[src/rtl/rps_pkg.sv]
// Shared types and constants for the rock-paper-scissors match path.
package rps_pkg;

  // One-hot move encoding used by the upstream win detectors
  localparam logic [2:0] PAPER    = 3'b100;
  localparam logic [2:0] ROCK     = 3'b010;
  localparam logic [2:0] SCISSORS = 3'b001;

  typedef enum logic [1:0] {
    IDLE,
    PLAY,
    DONE
  } match_state_e;

  typedef enum logic [1:0] {
    WIN_NONE = 2'b00,
    WIN_A    = 2'b01,
    WIN_B    = 2'b10,
    WIN_TIE  = 2'b11
  } match_winner_e;

endpackage

[src/rtl/rps_sat_counter.sv]
// Up-counter with synchronous clear, enable and saturation at all-ones.
module rps_sat_counter #(
  parameter int W = 3
) (
  input  logic         clk,
  input  logic         clr,
  input  logic         en,
  output logic [W-1:0] cnt
);

  // Clear wins over enable; the count holds once it reaches all-ones
  always_ff @(posedge clk) begin
    if (clr)
      cnt <= '0;
    else if (en && (cnt != '1))
      cnt <= cnt + W'(1);
  end

endmodule

[src/rtl/rps_match_scorer.sv]
// First-to-WIN_TARGET match scorer fed by per-round win flags.
// Optional build macro RPS_ROUND_LIMIT_EN: end the match after MAX_ROUNDS
// accepted rounds, deciding on score (or tie) if nobody reached the target.
module rps_match_scorer
  import rps_pkg::*;
#(
  parameter int WIN_TARGET = 3,
  parameter int SCORE_W    = 3,
  parameter int RND_W      = 8,
  parameter int MAX_ROUNDS = 15
) (
  input  logic               clk,
  input  logic               rst,
  input  logic               start,
  input  logic               round_valid,
  output logic               round_ready,
  input  logic               winA,
  input  logic               winB,
  output logic [SCORE_W-1:0] scoreA,
  output logic [SCORE_W-1:0] scoreB,
  output logic [SCORE_W-1:0] draws,
  output logic [RND_W-1:0]   round_cnt,
  output logic               match_done,
  output logic [1:0]         match_winner,
  output logic               err_both
);

  // Reject configurations the counters cannot represent
  if (WIN_TARGET < 1 || WIN_TARGET > (2**SCORE_W - 1) || MAX_ROUNDS < 1) begin : g_bad_cfg
    $error("rps_match_scorer: illegal WIN_TARGET/SCORE_W/MAX_ROUNDS combination");
  end

  match_state_e  state, state_nxt;
  match_winner_e winner, winner_nxt;
  logic          err, err_nxt;

  logic accept, inc_a, inc_b, inc_d, hit_a, hit_b, clr;

  assign round_ready = (state == PLAY);
  // start drops any round offered in the same cycle
  assign accept      = round_valid & round_ready & ~start;
  assign inc_a       = accept &  winA & ~winB;
  assign inc_b       = accept & ~winA &  winB;
  assign inc_d       = accept & ~winA & ~winB;
  assign hit_a       = inc_a && (scoreA == SCORE_W'(WIN_TARGET - 1));
  assign hit_b       = inc_b && (scoreB == SCORE_W'(WIN_TARGET - 1));
  assign clr         = rst | start;

  rps_sat_counter #(.W(SCORE_W)) u_score_a (.clk(clk), .clr(clr), .en(inc_a),  .cnt(scoreA));
  rps_sat_counter #(.W(SCORE_W)) u_score_b (.clk(clk), .clr(clr), .en(inc_b),  .cnt(scoreB));
  rps_sat_counter #(.W(SCORE_W)) u_draws   (.clk(clk), .clr(clr), .en(inc_d),  .cnt(draws));
  rps_sat_counter #(.W(RND_W))   u_rounds  (.clk(clk), .clr(clr), .en(accept), .cnt(round_cnt));

`ifdef RPS_ROUND_LIMIT_EN
  logic               lim_hit;
  logic [SCORE_W-1:0] a_nxt, b_nxt;
  // Limit verdict compares the scores including the round being accepted
  assign lim_hit = accept && (round_cnt == RND_W'(MAX_ROUNDS - 1));
  assign a_nxt   = scoreA + SCORE_W'(inc_a);
  assign b_nxt   = scoreB + SCORE_W'(inc_b);
`endif

  // State, verdict and sticky error registers
  always_ff @(posedge clk) begin
    if (rst) begin
      state  <= IDLE;
      winner <= WIN_NONE;
      err    <= 1'b0;
    end else begin
      state  <= state_nxt;
      winner <= winner_nxt;
      err    <= err_nxt;
    end
  end

  // Next-state and verdict decode; target win takes precedence over round limit
  always_comb begin
    state_nxt  = state;
    winner_nxt = winner;
    err_nxt    = err;
    if (start) begin
      state_nxt  = PLAY;
      winner_nxt = WIN_NONE;
      err_nxt    = 1'b0;
    end else if (state == PLAY && accept) begin
      if (winA && winB)
        err_nxt = 1'b1;
      if (hit_a) begin
        state_nxt  = DONE;
        winner_nxt = WIN_A;
      end else if (hit_b) begin
        state_nxt  = DONE;
        winner_nxt = WIN_B;
      end
`ifdef RPS_ROUND_LIMIT_EN
      else if (lim_hit) begin
        state_nxt = DONE;
        if (a_nxt > b_nxt)
          winner_nxt = WIN_A;
        else if (b_nxt > a_nxt)
          winner_nxt = WIN_B;
        else
          winner_nxt = WIN_TIE;
      end
`endif
    end
  end

  assign match_done   = (state == DONE);
  assign match_winner = winner;
  assign err_both     = err;

endmodule
[config.mk]
export PLATFORM = sky130hd
export DESIGN_NAME = rps_match_scorer
export DESIGN_NICKNAME = d
export VERILOG_FILES = /design/src/rtl/rps_pkg.sv /design/src/rtl/rps_sat_counter.sv /design/src/rtl/rps_match_scorer.sv
export SDC_FILE = /design/constraint.sdc
export NUM_CORES = 1
export LEC_CHECK = 0
export BUFFER_PORTS_ARGS = -buffer_cell sky130_fd_sc_hd__buf_2
export CAP_MARGIN = 20
export CORE_MARGIN = 5
export CORE_UTILIZATION = 50
export DETAILED_ROUTE_END_ITERATION = 8
export PLACE_DENSITY = 0.75
export SLEW_MARGIN = 20
export SYNTH_ARGS = -nofsm -noshare
export SYNTH_HDL_FRONTEND = slang
export SYNTH_SLANG_ARGS = --single-unit
[constraint.sdc]
create_clock -name clk -period 2.05 [get_ports clk]
set_input_delay 0.3075 -clock clk [delete_from_list [all_inputs] [get_ports clk]]
set_output_delay 0.3075 -clock clk [all_outputs]
set_load 0.01 [all_outputs]
After elaboration in Yosys (flattened, before gate mapping)
Index checks and enable logic that the tools add are counted.
{ "op_classes": {"addsub": 4, "n_eq_ne": 8, "muxes": 5, "bitwise_logic": 11, "reduce_logical": 15} }
{ "op_table": {"columns": ["operator", "n"], "rows": [
  ["3-bit by 1-bit adder with 3-bit output, second input constant", 3],
  ["3-bit inequality test, second input constant", 3],
  ["8-bit by 1-bit adder with 8-bit output, second input constant", 1],
  ["1-bit logical AND", 8],
  ["8-bit inequality test, second input constant", 1],
  ["1-bit bitwise AND", 7],
  ["3-bit by 2-bit equality test with 1-bit output, second input constant", 2],
  ["2-bit two-way mux", 3],
  ["2-bit AND reduction", 3],
  ["2-bit nonzero test", 2],
  ["1-bit NOT", 3],
  ["3-bit nonzero test", 1],
  ["2-bit by 1-bit equality test with 1-bit output, second input constant", 1],
  ["2-bit equality test, second input constant", 1],
  ["1-bit two-way mux", 2],
  ["2-bit OR reduction", 1],
  ["1-bit bitwise OR", 1]
]} }
{ "word_totals": {"regBits": 22, "in_bits": 6, "output_inout_bits": 22} }

Logic depth before layout (Yosys ltp)
Gate-level depths: netlist of the first run.
{ "depth": {"depth_word": 10, "ltp_mapped": 5} }

Cells and area by module
From an unflattened synthesis of the first run, not the netlist that was laid out.
{ "unflattened": {"hier_cells": 118, "hier_area_um2": 1218.7} }
{ "by_module_without_submodules": {"columns": ["module", "instances", "cells_per_inst", "area_each_um2", "seq_area_each_um2"], "rows": [
  ["rps_sat_counter at u_draws ...", 3, 15, 168.9, 60.1],
  ["rps_sat_counter at u_rounds", 1, 46, 430.4, 160.2],
  ["rps_match_scorer", 1, 27, 281.5, 100.1]
]} }

Worst setup path after synthesis of the first run
OpenSTA, ideal clock, no wires.
{ "synth_timing": {"path_kind": "reg-to-reg", "startpoint": "register u_draws.cnt[0]", "endpoint": "register u_draws.cnt[0]", "t_arrival_ns": 1.467, "setup_slack_ns": 0.513, "path_stages_with_launch": 6, "n_path_buf": 0, "cell_sequence": "dfxtp_1 -> ha_1 -> ha_1 -> or3_4 -> or3_1 -> a21oi_1"} }
{ "synth_via": {"elab_chain_cells": 2, "word_cells_on_any_way": 3} }
{ "synth_rtl": {"columns": ["item", "line", "source"], "rows": [
  ["start: declaration", "rps_sat_counter.sv:8", "output logic [W-1:0] cnt"],
  ["start signal: assignment", "rps_sat_counter.sv:16", "cnt <= cnt + W'(1);"],
  ["branches (longest 2 deep; another with 3-bit by 1-bit adder with 3-bit output)", null, null]
]} }
Several ways; the timed one is not identified.
A chain may end at the register's enable or synchronous reset.

Final worst setup path of the first run
Ends and elaborated chain as after synthesis.

==> results of run 1 <==
## per-layer routing
metal | vias to the layer above | routed length (µm) | track usage (%)
met4 | 0 | 14 | 5.825
met2 | 35 | 1294 | 26.81
met1 | 509 | 1244 | 21.77
met5 | - | 0 | 0
met3 | 2 | 137 | 2.193
li1 | 538 | - | -
## area by class of cell
class | count | area (µm²)
Timing Repair Buffer | 28 | 142.6
Multi-Input combinational cell | 94 | 689.4
Sequential cell | 22 | 440.4
Tap cell | 28 | 35.03
Inverter | 9 | 33.78
Fill cell | 203 | 855.8
Clock buffer | 4 | 36.28
## cell families (layout without fill, tap and decap cells)
kind of cell | count (synthesis) | count (layout) | share of synthesized area [%]
DFF | 22 | 22 | 36.97
buffers and inverters | 14 | 41 | 5.146
adders and majority gates | 9 | 9 | 9.454
and+or+nand+nor | 52 | 52 | 27.63
AOI/OAI and AO/OA | 27 | 27 | 15.76
muxes | 6 | 6 | 5.042
## metrics by stage
step	instance area [µm²]	utilization (%)	cells
after floorplan	1191	-	130
after global placement	1341	60.06	181
after detailed placement	1341	60.06	181
after CTS	1378	61.68	185
after global routing	1378	61.68	185
final	1378	61.68	185
## path summary, 6_finish.rpt
path                                     start                           end  slack (ns)
setup reg to reg   u_draws.cnt[0]$_SDFFE_PP0P_   u_draws.cnt[0]$_SDFFE_PP0P_        0.40
hold reg to reg   match_winner[1]$_SDFFE_PP0P_  match_winner[1]$_SDFFE_PP0P_        0.50
setup / recovery   u_draws.cnt[0]$_SDFFE_PP0P_   u_draws.cnt[0]$_SDFFE_PP0P_        0.40
hold / removal                             rst         state[0]$_SDFFE_PP0P_        0.29
## critical path, stage by stage, from the launching register on
cell and delay (ns):
dfxtp_1 0.36, ha_1 0.21, ha_1 0.22, or3_4 0.34, or3_1 0.31, a21oi_1 0.16
## registers in the layout, indices dropped and copies added, names as in the netlist
name	flops
u_score_a.cnt	3
u_rounds.cnt	8
u_draws.cnt	3
u_score_b.cnt	3
state	2
err_both	1
match_winner	2
## synthesized netlist by cell type, types with 2 or more instances
cell type / n / area (µm²)
a2111oi_0: 2 / 17.52
a211oi_1: 3 / 22.52
a21oi_1: 5 / 25.02
a31oi_1: 5 / 31.28
a41oi_1: 2 / 17.52
and4_1: 3 / 26.28
and4bb_2: 2 / 25.02
clkbuf_1: 3 / 11.26
dfxtp_1: 22 / 440.4
ha_1: 9 / 112.6
inv_1: 9 / 33.78
mux2i_1: 6 / 60.06
nand2_1: 14 / 52.55
nand3_1: 3 / 15.01
nand4_1: 2 / 12.51
nor2_1: 3 / 11.26
nor2b_1: 2 / 12.51
nor3_1: 5 / 25.02
nor4_1: 4 / 25.02
o211a_1: 2 / 20.02
o21ai_0: 4 / 20.02
or3_1: 3 / 18.77
## power by group through the flow
stage	Combinational, mW	Sequential, mW	Clock [mW]
final	0.0507	0.433	0.242
after global routing	0.0557	0.434	0.262
after CTS	0.0507	0.433	0.251
after detailed placement	0.0503	0.443	0
after global placement	0.0491	0.443	0
after floorplan	0.0318	0.443	0
==> flow_summary.toml, run 1 <==
[global_route]
grt.overflow.total = 0
grt_pass1_vias = 1024
grt_pass1_wl_um = 4485
grt_max_degree = 15
grt_use_total_pct = 16.35
antenna_found_initial = 0

[placed_design]
place_ws_ns = 0.4190
hpwl_um = 1978
port_buffers = 27
place.gp.congestion = 0.7741

[routing]
viasPerCell = 5.859
firstDrtPassIters = 4
ant_nets = 0
initialDrtViolationCount = 20
drc = 0
vias = 1084
routed_wl_um = 2692
wl_per_cell_um = 14.55

[synth]
synth_edf_count = 0
syn-mean-instance-area_um2 = 9.163
synth_seq_cells = 22
synthCells = 130
synthDistinctLibCells = 39
synth_area_um2 = 1191
ys_seq_area_share_pct = 36.97
synth_ff_type = "dfxtp_1"
synth_warnings = 0
synth_fp_nets = 145
postSynth.asyncResetShare_pct = 0

[clocking]
cts_tree = "yes"
hold_buffers = 0
cts_resized = 0
cts_setup_buffers = 0
cts.clk_slew.worst_paths_ns = 0.12
htreeDepth = 1
clkLatencyLatePin_ns = 0.31
clock-sinks = 22
clockRootBuffer = "clkbuf_4"
clockBufferDepth = 2
cts_buffers = 3

[flow_run]
max_cap_viol_count = 0

[worst_setup_path]
critPathLaunchType = "flop"
crit_required_ns = 2.29
crit_arrival_ns = 1.90
crit_type = "reg -> reg"
end_kind = "flop"
reg2regPathDepth = 5
cp_max_fo = 4

[cells_and_area]
num-nets-final = 173
diodes = 0
syn_to_final_growth_pct = 15.65
layout_commonest_cell = "buf_2"
drive_gt1_share_pct = 23.57
final_cell_mix = "27 x buf_2, 22 x dfxtp_1, 14 x nand2_1"

[hold_path]
hold_class = "in -> reg"
whs_path_depth = 3

[sta]
min_period_ns = 1.653
rsz0062_at_grt = "no"
fin_worst_skew_ns = 0.003225
fmaxAchievable_mhz = 604.9
min_period_over_period_pct = 80.65
drv_slew = 0
setup_ws_ns = 0.3967
whs_ns = 0.2900
relSlewSlack_pct = 74.24
tightest_slew_ns = 0.3766
setup-tns-final_ns = 0
finalHoldViolCount = 0
setup_viol = 0

[power_and_ir_drop]
vdd_drop_max_uv = 381.7
seqPwrFrac_pct = 59.7
power_mw = 0.7259
power.density_nw_per_um2 = 526.9
swShare_pct = 23.05
switchingPower_mw = 0.1673
comb_power_share_pct = 7.0
clockPowerShare_pct = 33.3
internal-power_mw = 0.5586
leakagePower_nw = 0.5880

[floorplanning]
coreArea_um2 = 2233
pin_count = 28
die_x_um = 58.81
initial_core_util_pct = 53.33
rows = 17
die_y_um = 58.81
dieArea_um2 = 3459

[run_status]
outcome = "finished, final reports clean"
Power figures use the tool's default switching activity.
==> run 2: changes to the inputs <==
--- a/config.mk
+++ b/config.mk
@@ -5,6 +5,7 @@
 export SDC_FILE = /design/constraint.sdc
 export NUM_CORES = 1
 export LEC_CHECK = 0
+export ABC_AREA = 1
 export BUFFER_PORTS_ARGS = -buffer_cell sky130_fd_sc_hd__buf_2
 export CAP_MARGIN = 20
 export CORE_MARGIN = 5
==> constraint.sdc (replaced) <==
create_clock -name clk -period 1.68 [get_ports clk]
set_input_delay 0.252 -clock clk [delete_from_list [all_inputs] [get_ports clk]]
set_output_delay 0.252 -clock clk [all_outputs]
set_load 0.01 [all_outputs]
==> flow_summary.toml, run 2 <==
[cells_and_area]
stdcell_count = 231
num-nets-final = 219
layout_commonest_cell = "nand2_1"
largest-register = "u_rounds.cnt"
final_cell_mix = "44 x nand2_1, 32 x nor2_1, 27 x buf_2"
largest_register_ffs = 8
drive_gt1_share_pct = 21.18
diodes = 0
syn_to_final_growth_pct = 17.02

[sta]
drv_slew = 0
fmaxAchievable_mhz = 733.4
whs_ns = 0.1058
setup-tns-final_ns = 0
relSlewSlack_pct = 78.65
min_period_ns = 1.363
rsz0062_at_grt = "no"
finalHoldViolCount = 0
setup_viol = 0
fin_worst_skew_ns = 0.002710
tightest_slew_ns = 0.3190
min_period_over_period_pct = 81.16

[synth]
synth_area_leaders = "dfxtp_1 37%, nand2_1 14%, nor2_1 10%"
synth_ff_type = "dfxtp_1"
synth_area_um2 = 1191
yosysMostFrequentCell = "nand2_1"
synth_seq_cells = 22
synth_fp_nets = 188
ys_seq_area_share_pct = 36.97
synth_edf_count = 0
synthCells = 173
postSynth.asyncResetShare_pct = 0
yosysTopAreaCellShare_pct = 36.97
synth_warnings = 0
synthDistinctLibCells = 22
synth_area_leader_cell = "dfxtp_1"
syn-mean-instance-area_um2 = 6.885
synth_commonest_cells = "44 x nand2_1, 32 x nor2_1, 26 x inv_1"

[routing]
firstDrtPassIters = 4
vias = 1077
ant_nets = 0
wl_per_cell_um = 10.33
initialDrtViolationCount = 18
drc = 0
viasPerCell = 4.662
routed_wl_um = 2387

[clocking]
hold_buffers = 0
cts.clk_slew.worst_paths_ns = 0.12
cts_setup_buffers = 0
cts_resized = 0
htreeDepth = 1
cts_tree = "yes"
clkLatencyLatePin_ns = 0.30
clockBufferDepth = 2
clockRootBuffer = "clkbuf_4"
cts_buffers = 3
clock-sinks = 22

[power_and_ir_drop]
switchingPower_mw = 0.2027
power_mw = 0.8811
leakagePower_nw = 0.7682
clockPowerShare_pct = 33.0
vdd_drop_max_uv = 434.2
comb_power_share_pct = 6.9
seqPwrFrac_pct = 60.1
power.density_nw_per_um2 = 632.1
internal-power_mw = 0.6784
swShare_pct = 23.00

[worst_setup_path]
critPathLaunchType = "flop"
crit_arrival_ns = 1.58
end_kind = "flop"
cp_slowest_stage_delay_ns = 0.35
crit_slowest_cell = "dfxtp_1"
critPathTopFamily = "simple AND/OR/NAND/NOR gates"
cp_max_fo = 6
crit_chain = "ha_1 > ha_1 > nor2_1 > and3_1 > nand2_1 > nand2_1 > nor2_1"
ff2ff_setup_slack_ns = 0.32
crit_type = "reg -> reg"
cp_num_buf_inv = 0
crit_required_ns = 1.89

[placed_design]
port_buffers = 27
place.gp.congestion = 0.8477
hpwl_um = 1912
place_inst = 227

[floorplanning]
die_y_um = 58.81
pin_count = 28
die_x_um = 58.81
initial_core_util_pct = 53.33
coreArea_um2 = 2233
rows = 17
dieArea_um2 = 3459

[global_route]
grt.overflow.total = 0
grt_use_total_pct = 14.38
grt_max_degree = 13
grt_pass1_wl_um = 3919
antenna_found_initial = 0
grt_pass1_vias = 998

[flow_run]
max_cap_viol_count = 0

[run_status]
outcome = "finished, final reports clean"

[hold_path]
hold_class = "in -> reg"
==> run 2: through the flow <==
stage / area, µm² / util, % / setup slack, ns
floorplan: 1191 / - / 0.4018
global placement: 1358 / 60.78 / 0.3859
detailed placement: 1358 / 60.78 / 0.3376
CTS: 1394 / 62.41 / 0.3068
global route: 1394 / 62.41 / 0.1651
finish: 1394 / 62.41 / 0.3165
==> run 2: worst register-to-register path, stage by stage, from the launching register on <==
cell	delay [ns]
dfxtp_1	0.35
ha_1	0.20
ha_1	0.17
nor2_1	0.08
and3_1	0.27
nand2_1	0.08
nand2_1	0.07
nor2_1	0.04
==> run 2: cells by family after synthesis <==
kind of cell	after synthesis	synth area share (%)
compound gates	10	4.202
xor+xnor	3	2.206
fa+ha+maj	9	9.454
buf+inv	33	10.71
flops	22	36.97
simple gates	96	36.45
==> run 2: layout make-up <==
cell class	instances	area, µm²
fill	212	839.6
multi-input combinational	118	623.1
sequential	22	440.4
timing repair buffer	28	142.6
inverter	31	116.4
clock buffer	4	36.28
tap	28	35.03
==> run 2: power by group through the flow <==
stage | combinational, mW | clock, mW | sequential, mW
2_1_floorplan | 0.0378 | 0 | 0.542
3_3_place_gp | 0.0594 | 0 | 0.541
3_5_place_dp | 0.0622 | 0 | 0.541
4_1_cts | 0.0624 | 0.298 | 0.529
5_1_grt | 0.0689 | 0.323 | 0.530
6_report | 0.0611 | 0.291 | 0.529
==> run 2: path summary, 6_finish.rpt <==
check / from / endpoint / cells past startpoint
setup / recovery: u_draws.cnt[0]$_SDFFE_PP0P_ / u_draws.cnt[1]$_SDFFE_PP0P_ / 7
hold / removal: rst / state[0]$_SDFFE_PP0P_ / 2
setup reg to reg: u_draws.cnt[0]$_SDFFE_PP0P_ / u_draws.cnt[1]$_SDFFE_PP0P_ / 7
hold reg to reg: err_both$_SDFFE_PP0P_ / err_both$_SDFFE_PP0P_ / 2
==> run 2: routing by layer <==
layer  vias up  wire (µm)  track usage, %
li1        589          -               -
met1       469       1041           15.19
met2        17       1230           27.92
met3         2        102           1.974
met4         0         12           5.825
met5         -          0               0
